## src/rtl/stopwatch_bcd.sv

```systemverilog
// Cascaded BCD stopwatch with IDLE/RUN/PAUSE control and registered outputs.
// Optional lap display hold is enabled by defining LAP_HOLD_EN.
module stopwatch_bcd #(
  parameter int NUM_DIGITS = 4
) (
  input  logic                    clk,
  input  logic                    rst,
  input  logic                    tick,
  input  logic                    start_stop,
  input  logic                    clear,
`ifdef LAP_HOLD_EN
  input  logic                    lap,
`endif
  output logic [4*NUM_DIGITS-1:0] bcd,
  output logic                    running,
  output logic                    ovf
);

  typedef enum logic [1:0] {S_IDLE, S_RUN, S_PAUSE} state_t;

  state_t                       r_state, w_state_nxt;
  logic [NUM_DIGITS-1:0][3:0]   r_cnt, w_cnt_inc, w_cnt_nxt;
  logic [NUM_DIGITS-1:0][3:0]   r_bcd, w_bcd_nxt;
  logic [NUM_DIGITS:0]          w_carry;
  logic                         r_running, r_ovf;
  logic                         w_run_nxt, w_ovf_nxt, w_count_en;

  // Ripple carry: a digit advances only when every lower digit is 9.
  assign w_carry[0] = 1'b1;
  genvar g;
  generate
    for (g = 0; g < NUM_DIGITS; g++) begin : g_dig
      assign w_carry[g+1]  = w_carry[g] & (r_cnt[g] == 4'd9);
      assign w_cnt_inc[g]  = !w_carry[g]        ? r_cnt[g] :
                             (r_cnt[g] == 4'd9) ? 4'd0     : r_cnt[g] + 4'd1;
    end
  endgenerate

  assign w_count_en = !clear && (r_state == S_RUN) && tick;

  always_ff @(posedge clk or negedge rst) begin
    if (!rst) r_state <= S_IDLE;
    else      r_state <= w_state_nxt;
  end

  always_comb begin
    w_state_nxt = r_state;
    if (clear) begin
      w_state_nxt = S_IDLE;
    end else begin
      case (r_state)
        S_IDLE:  if (start_stop) w_state_nxt = S_RUN;
        S_RUN:   if (start_stop) w_state_nxt = S_PAUSE;
        S_PAUSE: if (start_stop) w_state_nxt = S_RUN;
        default: w_state_nxt = S_IDLE;
      endcase
    end
  end

`ifdef LAP_HOLD_EN
  logic                       r_hold, w_hold_nxt, w_lap_en;
  logic [NUM_DIGITS-1:0][3:0] r_snap, w_snap_nxt;
`endif

  always_comb begin
    w_cnt_nxt = clear ? '0 : (w_count_en ? w_cnt_inc : r_cnt);
    w_ovf_nxt = w_count_en & w_carry[NUM_DIGITS];
    w_run_nxt = (w_state_nxt == S_RUN);
`ifdef LAP_HOLD_EN
    // Snapshot is the value the display would have shown on the lap edge.
    w_lap_en   = !clear && lap && (r_state != S_IDLE);
    w_hold_nxt = clear ? 1'b0 : (w_lap_en ? ~r_hold : r_hold);
    w_snap_nxt = (w_lap_en && !r_hold) ? w_cnt_nxt : r_snap;
    w_bcd_nxt  = w_hold_nxt ? w_snap_nxt : w_cnt_nxt;
`else
    w_bcd_nxt  = w_cnt_nxt;
`endif
  end

  always_ff @(posedge clk or negedge rst) begin
    if (!rst) begin
      r_cnt     <= '0;
      r_bcd     <= '0;
      r_running <= 1'b0;
      r_ovf     <= 1'b0;
    end else begin
      r_cnt     <= w_cnt_nxt;
      r_bcd     <= w_bcd_nxt;
      r_running <= w_run_nxt;
      r_ovf     <= w_ovf_nxt;
    end
  end

`ifdef LAP_HOLD_EN
  always_ff @(posedge clk or negedge rst) begin
    if (!rst) begin
      r_hold <= 1'b0;
      r_snap <= '0;
    end else begin
      r_hold <= w_hold_nxt;
      r_snap <= w_snap_nxt;
    end
  end
`endif

  assign bcd     = r_bcd;
  assign running = r_running;
  assign ovf     = r_ovf;

endmodule
```

## config.mk

```make
export PLATFORM = sky130hd
export DESIGN_NAME = stopwatch_bcd
export DESIGN_NICKNAME = d
export VERILOG_FILES = /design/src/rtl/stopwatch_bcd.sv
export SDC_FILE = /design/constraint.sdc
export NUM_CORES = 1
export LEC_CHECK = 0
export BUFFER_PORTS_ARGS = -buffer_cell sky130_fd_sc_hd__buf_2
export CORE_MARGIN = 2
export CORE_UTILIZATION = 40
export DETAILED_ROUTE_END_ITERATION = 16
export GPL_TIMING_DRIVEN = 0
export PLACE_DENSITY_LB_ADDON = 0.15
export SYNTH_ARGS = -nofsm -noshare
export SYNTH_HDL_FRONTEND = slang
export SYNTH_SLANG_ARGS = --single-unit
```

## constraint.sdc

```tcl
create_clock -name clk -period 2.3 [get_ports clk]
set_input_delay 0.69 -clock clk [delete_from_list [all_inputs] [get_ports clk]]
set_output_delay 0.69 -clock clk [all_outputs]
set_load 0.02 [all_outputs]
```

==> impl_metrics.env <==
export IMPL_irDropWorstVdd_v=0.000489
export IMPL_wl_per_cell_um=13.0
export IMPL_final_nets=165
export IMPL_p_per_area_nw_per_um2=520
export IMPL_drtAntennaViolNets=0
export IMPL_cp_num_buf_inv=2
export IMPL_max_freq_ghz=0.546
export IMPL_worstSetupEndpointType="flip-flop"
export IMPL_relSlewSlack_pct=68.0
export IMPL_first_pass_iters=4
export IMPL_start_util_pct=41.7
export IMPL_area_growth_synth_to_final_pct=17.7
export IMPL_cp_cell_sequence="inv_1 -> ha_1 -> and3b_1 -> buf_4 -> nand4_4 -> or4b_1 -> a21oi_1"
export IMPL_cts_tree="done"
export IMPL_routed_wl_mm=2.37
export IMPL_gr_total_overflow=0
export IMPL_design_die_area_sq_um=3290
export IMPL_gp_routability_congestion=0.748
export IMPL_drv_slew=0
export IMPL_grt_pass1_wl_mm=4.24
export IMPL_syn_inst=125
export IMPL_cap_violations=0
export IMPL_numClockSinks=20
export IMPL_slowest_delay_ps=490
export IMPL_port_buffers=22
export IMPL_drc_errors=0
export IMPL_r2r_start="bcd[5]"
export IMPL_hold_buffers=0
export IMPL_required_ps=2540
export IMPL_ys_seq_area_share_pct=43.9
export IMPL_setup_violations_final=0
export IMPL_whs_ps=306
export IMPL_synth_top_area_share_pct=43.9
export IMPL_grt_max_degree=21
export IMPL_crit_path_end="bcd[14]"
export IMPL_worst_slew_pin_slew_ps=479
export IMPL_dr_first_iter_drc_count=30
export IMPL_clock_path_buffers=2
export IMPL_drive_above_1_share_pct=21.9
export IMPL_crit_family="simple AND/OR/NAND/NOR gates"
export IMPL_ys_flop_type="dfrtp_1"
export IMPL_power_total_mw=0.697
export IMPL_critPathLaunch="bcd[5]"
export IMPL_dp_hpwl_mm=1.75
export IMPL_syn_area_per_cell_sq_um=9.12
export IMPL_seqCellArea_sq_um=500
export IMPL_r2r_slack_ps=470
export IMPL_crit_cells=7
export IMPL_core_sq_um=2730
export IMPL_yosys_cell_types_count=30
export IMPL_critPathLaunchType="flip-flop"
export IMPL_grt_pass1_vias=970
export IMPL_worstHoldPathType="in -> async"
export IMPL_die_w_um=57.4
export IMPL_r2r_cells=7
export IMPL_netlist_top_cells_area="dfrtp_1, ha_1, nor2_1"
export IMPL_period_share_pct=79.6
export IMPL_final_common_cell="buf_2"
export IMPL_final_cell_mix="buf_2, dfrtp_1, nor2_1"
export IMPL_ys_warn_count=0
export IMPL_critical_path_max_fanout=7
export IMPL_grt_usage_pct=16.2
export IMPL_slowest_stage="or4b_1"
export IMPL_antenna_found_initial=0
export IMPL_fin_worst_skew_ps=5.45
export IMPL_critical_path_class="reg -> reg"
export IMPL_vias=999
export IMPL_die_h_um=57.4
export IMPL_cts_buffers=3
export IMPL_rsz0062_at_grt="no"
export IMPL_timing_final_hold_violations=0
export IMPL_cellLeakagePower_nw=0.655
export IMPL_syn_area_sq_um=1140
export IMPL_fin_util_pct=49.1
export IMPL_status="complete, no violations"
export IMPL_worstPathArrival_ps=2070
export IMPL_row_count=19
export IMPL_clk_pin_slew_ps=130
export IMPL_multi_input_area_sq_um=587
export IMPL_ctsHtreeMaxLevel=1
export IMPL_via_per_inst=5.49
export IMPL_num_antenna_cells=0
export IMPL_fin_crit_ps=1830
export IMPL_syn_num_nets=138
export IMPL_ioPinCount=23
export IMPL_cts_setup_buffers=0
export IMPL_timing_rr_end="bcd[14]"
export IMPL_synth_edff_count=0
export IMPL_fill_cells=276
export IMPL_finalSetupTns_ps=0
export IMPL_ys_seq_elements=20
export IMPL_ctsResizeCount=0
export IMPL_synth_top_area_cell="dfrtp_1"
export IMPL_worstSkewPairLatency_ps=310
export IMPL_root_buffer="clkbuf_4"
export IMPL_async_reset_ff_share_pct=100
[metal layers]
| metal | wire length, um | track usage (%) |
|---|---|---|
| met5 | 0 | 0 |
| met4 | 8 | 5.65 |
| met3 | 101 | 2.27 |
| met2 | 1110 | 25.5 |
| met1 | 1140 | 22.8 |
[kinds of logic after synthesis]
logic type / Yosys count / synth area share [%]
AO/OA/AOI/OAI: 23 / 11.6
adder cells (fa/ha/maj): 8 / 8.78
XOR/XNOR: 1 / 0.769
AND/OR/NAND/NOR: 60 / 28.5
flip-flops: 20 / 43.9
buffers and inverters: 11 / 4.61
multiplexers: 2 / 1.76
[layout make-up]
class,instances,area share [%]
repair buffers,22,8.21
inverters,6,1.68
flip-flops and latches,20,37.3
well taps,31,2.89
clock inverters,1,2.24
clock buffers,3,1.68
multi-input cells,94,43.7
plain buffers,5,2.24
[worst register-to-register path, cell delays in order, from the launching register on]
cell and delay, ps:
dfrtp_1 450, inv_1 70, ha_1 150, and3b_1 160, buf_4 160, nand4_4 140, or4b_1 490, a21oi_1 150
[flip-flops by register name, indices dropped and copies added (netlist names)]
signal,count
bcd,16
ovf,1
running,1
r_state,2
[worst min-delay path by stage]
stage / cells past startpoint / end / slack (ps)
floorplan: 0 / bcd[0] / 390
global placement: 2 / r_state[1] / 550
detailed placement: 2 / r_state[1] / 560
CTS: 1 / bcd[0] / 330
global route: 1 / bcd[2] / 330
finish: 1 / bcd[0] / 310
[stage by stage]
stage / std cells / setup slack (ps) / cell area, sq um
after floorplan: 125 / 521 / 1140
after global placement: 178 / 375 / 1290
after detailed placement: 178 / 367 / 1290
after CTS: 182 / 450 / 1340
after global routing: 182 / 322 / 1340
final: 182 / 469 / 1340
[synth_stat cells (2+ instances only)]
master	count
dfrtp_1	20
nor2_1	18
nand2_1	14
a21oi_1	13
ha_1	8
inv_1	6
nand3_1	5
o21ai_0	5
or3_1	5
and3b_1	3
buf_4	3
nand3b_1	3
clkbuf_1	2
mux2i_1	2
nand4_1	2
nor3_1	2
[where the power goes]
group | switching (mW) | internal, mW | total, mW
clock | 0.120 | 0.176 | 0.296
combinational | 0.0282 | 0.0127 | 0.0410
sequential | 0.00455 | 0.356 | 0.361
total | 0.152 | 0.545 | 0.697
Note: power is estimated with default switching activity, not from simulation.
